### config.mk
export PLATFORM = sky130hd
export DESIGN_NAME = pkt_drain
export DESIGN_NICKNAME = d
export VERILOG_FILES = /design/src/rtl/pkt_drain.sv
export SDC_FILE = /design/constraint.sdc
export NUM_CORES = 1
export LEC_CHECK = 0
export ABC_AREA = 1
export CAP_MARGIN = 0
export CELL_PAD_IN_SITES_DETAIL_PLACEMENT = 0
export CELL_PAD_IN_SITES_GLOBAL_PLACEMENT = 2
export CORE_MARGIN = 5
export CORE_UTILIZATION = 23
export DETAILED_ROUTE_END_ITERATION = 7
export PLACE_DENSITY = 0.79
export SLEW_MARGIN = 0
export SYNTH_ARGS = -nofsm -noshare
export SYNTH_HDL_FRONTEND = slang
export SYNTH_SLANG_ARGS = --single-unit
### constraint.sdc
create_clock -name clk -period 1.5 [get_ports clk]
set_clock_uncertainty 0.1 [all_clocks]
set_input_delay 0.225 -clock clk [delete_from_list [all_inputs] [get_ports clk]]
set_output_delay 0.225 -clock clk [all_outputs]
set_load 0.01 [all_outputs]
### src/rtl/pkt_drain.sv
// Packet drain engine: on a rising edge of package_full, reads PKT_LEN bytes from the
// packet RAM and streams them out on a valid/ready byte port with sop/eop markers.
module pkt_drain #(
    parameter int PKT_LEN = 32,
    parameter int RAM_LAT = 1,
    parameter int AW      = 5
) (
    input  logic          clk,
    input  logic          rst,
    input  logic          package_full,
    output logic          rd_en,
    output logic [AW-1:0] rd_addr,
    input  logic [7:0]    ram_q,
    output logic [7:0]    dout,
    output logic          dout_valid,
    input  logic          dout_ready,
    output logic          sop,
    output logic          eop,
    output logic          busy,
    output logic          done,
    output logic          overrun,
    output logic [2:0]    state_o
);

    // Output handshake: a byte transfers on a cycle where dout_valid and dout_ready are
    // both high; once dout_valid rises, dout/sop/eop hold until that transfer.

    localparam logic [2:0] S_IDLE    = 3'd0;
    localparam logic [2:0] S_RD      = 3'd1;
    localparam logic [2:0] S_WAIT    = 3'd2;
    localparam logic [2:0] S_PRESENT = 3'd3;
    localparam logic [2:0] S_DONE    = 3'd4;

    localparam logic [AW-1:0] LAST_IDX = AW'(PKT_LEN - 1);
    localparam logic [1:0]    LAT_INIT = 2'(RAM_LAT);

    logic [2:0]    state_q, state_d;
    logic [AW-1:0] idx_q, idx_d;
    logic [1:0]    lat_q, lat_d;
    logic [7:0]    dout_q, dout_d;
    logic          pf_q;
    logic          dout_valid_q;
    logic          busy_q;
    logic          done_q;
    logic          overrun_q, overrun_d;
    logic          trig;

    assign trig = package_full & ~pf_q;

    always_comb begin
        state_d   = state_q;
        idx_d     = idx_q;
        lat_d     = lat_q;
        dout_d    = dout_q;
        // A new packet edge is never queued; outside IDLE it only flags overrun.
        overrun_d = overrun_q | (trig & (state_q != S_IDLE));
        case (state_q)
            S_IDLE: begin
                if (trig) begin
                    state_d = S_RD;
                    idx_d   = '0;
                end
            end
            S_RD: begin
                state_d = S_WAIT;
                lat_d   = LAT_INIT;
            end
            S_WAIT: begin
                if (lat_q == 2'd1) begin
                    dout_d  = ram_q;
                    state_d = S_PRESENT;
                end else begin
                    lat_d = lat_q - 2'd1;
                end
            end
            S_PRESENT: begin
                if (dout_ready) begin
                    if (idx_q == LAST_IDX) begin
                        state_d = S_DONE;
                    end else begin
                        idx_d   = idx_q + 1'b1;
                        state_d = S_RD;
                    end
                end
            end
            S_DONE: begin
                state_d = S_IDLE;
            end
            default: begin
                state_d = S_IDLE;
            end
        endcase
    end

    always_ff @(posedge clk or negedge rst) begin
        if (!rst) begin
            state_q      <= S_IDLE;
            idx_q        <= '0;
            lat_q        <= '0;
            dout_q       <= '0;
            pf_q         <= 1'b0;
            dout_valid_q <= 1'b0;
            busy_q       <= 1'b0;
            done_q       <= 1'b0;
            overrun_q    <= 1'b0;
        end else begin
            state_q      <= state_d;
            idx_q        <= idx_d;
            lat_q        <= lat_d;
            dout_q       <= dout_d;
            pf_q         <= package_full;
            dout_valid_q <= (state_d == S_PRESENT);
            busy_q       <= (state_d != S_IDLE);
            done_q       <= (state_d == S_DONE);
            overrun_q    <= overrun_d;
        end
    end

    // idx only changes when entering RD, so it doubles as the held read address.
    assign rd_en      = (state_q == S_RD);
    assign rd_addr    = idx_q;
    assign sop        = (state_q == S_PRESENT) && (idx_q == '0);
    assign eop        = (state_q == S_PRESENT) && (idx_q == LAST_IDX);
    assign dout       = dout_q;
    assign dout_valid = dout_valid_q;
    assign busy       = busy_q;
    assign done       = done_q;
    assign overrun    = overrun_q;
    assign state_o    = state_q;

endmodule

### Yosys cells after proc, flatten, opt, wreduce, memory -nomap -nowiden

Cells that the tools add are included.

| word-level totals | value |
|---|---|
| word-level logic and storage cells | 48 |
| register bits | 23 |
| bits in latches | 0 |
| memories | 0 |
| memory bits (writable) | 0 |
| input port bits | 12 |
| output and inout port bits | 23 |
| memory bits (read-only) | 0 |

| cells by class | value |
|---|---|
| eq/ne operators | 11 |
| muxes and demuxes | 11 |
| multipliers | 0 |
| bitwise logic cells | 4 |
| div/mod/pow operators | 0 |
| shift-type cells | 0 |
| reductions and logical operators | 11 |
| add/subtract/negate cells | 2 |
| magnitude comparators | 0 |

Operators by type and width:

| cell | count |
|---|---|
| $mux 5 | 3 |
| $mux 3 | 4 |
| $pmux 3 s4 | 1 |
| $pmux 5 s2 | 1 |
| $eq 3x2->1 const B | 3 |
| $ne 2x2->1 const B | 4 |
| $reduce_bool 3->1 | 2 |
| $add 5x1->5 const B | 1 |
| $eq 5x5->1 const B | 1 |
| $logic_not 5->1 | 1 |
| $pmux 2 s2 | 1 |
| $reduce_and 2->1 | 2 |
| $reduce_and 4->1 | 1 |
| $reduce_bool 2->1 | 2 |
| $eq 3x1->1 const B | 1 |
| $eq 3x3->1 const B | 1 |
| $logic_not 3->1 | 1 |
| $and 1x1->1 | 2 |
| $eq 2x1->1 const B | 1 |
| $logic_and 1x1->1 | 2 |
| $mux 2 | 1 |
| $sub 2x1->2 const B | 1 |
| $not 1->1 | 1 |
| $or 1x1->1 | 1 |

### Longest topological paths before layout

| logic depth | value |
|---|---|
| word-level depth | 5 |
| mapped depth | 9 |
| depth with buffers taken out | 9 |

### Worst setup path before layout

OpenSTA, ideal clock, no wires.

| timing | value |
|---|---|
| path kind | register -> register |
| start point | reg idx_q[0], in the netlist rd_addr[0] |
| end point | reg idx_q[2], in the netlist rd_addr[2] |
| data required time | 1.335 ns |
| arrival | 1.406 ns |
| period minus slack after synthesis | 1.571 ns |
| buffers on the path | 0 |
| setup time | 0.065 ns |
| stages on the path, launching flop included | 10 |
| setup slack | -0.071 ns |
| cells stage by stage | dfrtp_1 ha_1 nand2_1 nor2_1 ha_1 inv_1 nand3_4 nand2_1 nand2_1 nand2_1 |

| on the way | value |
|---|---|
| word-level cells in the longest chain between the ends | 4 |
| elaborated cells between the ends (all ways) | 7 |
| classes of those cells | 1 x add/sub; 2 x eq/ne; 3 x mux; 1 x reduce/logical |

RTL lines:

| item | RTL line | RTL |
|---|---|---|
| start: declaration | 38 | `logic [AW-1:0] idx_q, idx_d;` |
| start signal: assignment | 108 | `idx_q <= idx_d;` |
| $add 5x1->5 | 81 | `idx_d = idx_q + 1'b1;` |
| $mux 5 | 78 | `if (idx_q == LAST_IDX) begin` |
| $mux 5 | 77 | `if (dout_ready) begin` |
| $pmux 5 s2 | 57 | `case (state_q)` |

Parallel ways exist; a longest one is shown, timed or not. The select of a mux whose other input is x is not followed.
A chain may end at the register's enable or synchronous reset.

### Worst setup path in the final report

| timing | value |
|---|---|
| start point | reg idx_q[0], in the netlist rd_addr[0] |
| end point | out eop |

| on the way | value |
|---|---|
| word-level cells in the longest chain between the ends | 2 |

RTL lines:

| item | RTL line | RTL |
|---|---|---|
| $eq 5x5->1 | 123 | `assign eop = (state_q == S_PRESENT) && (idx_q == LAST_IDX);` |
| $logic_and 1x1->1 | 123 |  |
| end: declaration | 18 | `output logic eop,` |

No other way between the ends.

==> summary.md <==
| Metric | Value |
|---|---|
| PwrDens | between 1500 and 2000 mW/mm² |
| Place WS | -0.402 ns |
| Starting Density | 0.235 |
| Gate Count Post-Synth | 136 |
| Levels on crit path | 7 |
| Fmax | around 0.6 GHz |
| Synth Warn # | 0 |
| RSZ-0062 raised after global routing | true |
| Die width | between 70 and 80 µm |
| # fillers | between 400 and 500 |
| Pins Over Slew Limit | 0 |
| Sequential share of the synthesized area | 0.523 |
| CTS root buf | clkbuf_8 |
| Sequential cell area | roughly 580 µm² |
| Worst reg2reg path depth | 11 |
| CP most frequent cell | ha_2 |
| Antenna violations before repair | 0 |
| Ant diodes | 0 |
| Synth unique cells | 16 |
| Tmin final | around 1.7 ns |
| Mean Syn Cell Area | 8.10 µm² |
| Worst-path cell chain | ha_2 > nand2_2 > nor2_2 > ha_2 > inv_2 > nor2_4 > buf_6 |
| Setup CP Type | reg -> out |
| Hold Violations, Final | 0 |
| CP bufs+invs | 2 |
| Leak | roughly 1 nW |
| Arr. time, crit path | 1.37 ns |
| Number of hold buffers added after CTS | 0 |
| Hold_ws | roughly 0.22 ns |
| Final period util | 1.13 |
| Worst skew pair latency | around 0.26 ns |
| Critical path fanouts, max | 2 |
| Setup violators final | 11 |
| Setup crit end kind | output port |
| Crit path max-delay family | adder cells |
| Wirelength per Cell | 10.7 µm |
| I/O pin cnt | 35 |
| Critical Path Source Type | flop |
| Hpwl dp | 2.09 mm |
| Final ANT Viol Nets | 0 |
| CTS tree | built |
| Vias per cell | ~4 |
| Multi-input gate area | approximately 510 µm² |
| Layout overhead on the synthesized area | 64.9% |
| #FFs+latches synth | 23 |
| Total Nets Final | between 200 and 250 |
| Max Cap Violations | 0 |
| Largest net degree at the start of global routing | 24 |
| First-pass GRT wire length | 4.82 mm |
| Die height | slightly below 80 µm |
| Setup TNS | -0.890 ns |
| Worst-margin pin slew | roughly 0.35 ns |
| Mapped Nets | about 150 |
| I/O Buffers | 34 |
| CP max stage delay | 0.36 ns |
| Remaining Overflow, GRT | 0 |
| Maximum vdd ir drop | a little over 0.0006 V |
| CTS Buf Count | 3 |
| H-tree levels | 1 |
| Status | finished, violations left |
| WP data required | roughly 1.2 ns |
| Placed Instances | approximately 250 |
| Gr usage total | 0.0961 |
| Rows | 25 |
| Fin util | 0.387 |
| Post-Layout Cell Count | between 200 and 300 |
| Clock-pin slew on the worst setup and hold paths | 0.08 ns |
| Core area | 0.00469 mm² |
| Initial DRC Count | around 50 |
| Hold Path Class | in -> async |
| Clock sinks | 23 |
| Slowest-stage cell, CP | dfrtp_1 |
| Failing checks | negative setup slack |
| Die ar. | 0.00627 mm² |
| Fin worst setup slack | -0.193 ns |
| Post-route DRC | 0 |
| Rel. slew slack | 0.764 |
| Via count of the routed design | between 1000 and 1500 |
| 1st-pass router iterations | 4 |
| Vias in the first global route | between 1000 and 1500 |
| Netlist Area Pre-Place | around 0.0011 mm² |
| Longest Clk Path Bufs | 2 |
| Share of layout cells above drive strength 1 | 0.340 |
| GPL Wtd Cong | 0.739 |
| Routed WL | approximately 2.7 mm |
[final cells by class]
class                           count  share of cell area
Sequential cell                    23               0.318
Clock buffer                        3              0.0227
Multi-Input combinational cell     93               0.282
Tap cell                           54              0.0372
Timing Repair Buffer               64               0.298
Clock inverter                      1             0.00276
Inverter                           19              0.0393
[where the power goes]
part | internal, W | leakage, nW | switching (W) | total (W)
Clock | 0.000185 | 0.0255 | 0.000195 | 0.000380
Sequential | 0.000846 | 0.283 | 0.000117 | 0.000963
Combinational | 0.000824 | 0.691 | 0.000930 | 0.00175
Total | 0.00186 | 0.999 | 0.00124 | 0.00310
[routing by layer]
metal	routed length, µm	global-route usage
met1	1220	0.115
met2	1340	0.164
met3	174	0.0261
met4	18	0.0361
met5	0	0
[state kept, by name (all words and copies together), names as in the netlist]
signal / flops
busy: 1
dout: 8
done: 1
rd_addr: 5
pf_q: 1
dout_valid: 1
state_o: 3
lat_q: 2
overrun: 1
[cells in the final DEF, fill, tap and decap left out, drive strengths merged]
cell type      Yosys  layout
nand3             10      10
nand2             52      52
o21bai             1       1
nand4              4       4
clkdlybuf4s50      0      13
nor2              17      17
clkbuf             0       4
inv               19      19
a21oi              1       1
o21ai              1       1
ha                 4       4
nor3               3       3
dlygate4sd2        0      16
buf                1      33
dfrtp             23      23
dlymetal6s2s       0       1
clkinv             0       1
[what timing repair did]
item / in CTS / in global routing
setup buffers: 5 / 4
pin swaps: 6 / 10
gates resized for setup: 40 / 19
endpoints found under the setup margin: 28 / 22
[worst paths after layout]
path	startpoint	end	slack (ns)
max in group asynchronous	rst	state_o[2]	0.83
hold reg to reg	lat_q[1]	lat_q[1]	0.38
min in group clk	package_full	pf_q	0.33
hold / removal	rst	rd_addr[2]	0.22
setup reg to reg	rd_addr[0]	busy	-0.14
setup / recovery	rd_addr[0]	eop	-0.19
[cells in the mapped netlist (all sizes together)]
library cell / number / area [µm²]
nand2: 52 / 198
dfrtp: 23 / 576
inv: 19 / 71.3
nand3: 10 / 62.6
o21ai: 1 / 5.00
nor3: 3 / 15.0
ha: 4 / 50.1
nand4: 4 / 25.0
nor2: 17 / 78.8
o21bai: 1 / 7.51
a21oi: 1 / 5.00
buf: 1 / 7.51
[cell families (layout without fill, tap and decap cells)]
| group | count (synthesis) | after routing | synth area share |
|---|---|---|---|
| and+or+nand+nor | 86 | 86 | 0.344 |
| DFF | 23 | 23 | 0.523 |
| buffers and inverters | 20 | 87 | 0.0716 |
| adders and majority gates | 4 | 4 | 0.0455 |
| AOI/OAI and AO/OA | 3 | 3 | 0.0159 |
[metrics by stage]
| stage | power, W | instance area, µm² |
|---|---|---|
| 4_1_cts | 0.00303 | 1760 |
| 6_report | 0.00310 | 1820 |
| 5_1_grt | 0.00341 | 1820 |
| 3_3_place_gp | 0.00269 | 1680 |
| 3_5_place_dp | 0.00273 | 1680 |
| 2_1_floorplan | 0.00181 | 1110 |
Note: power is estimated with default switching activity, not from simulation.
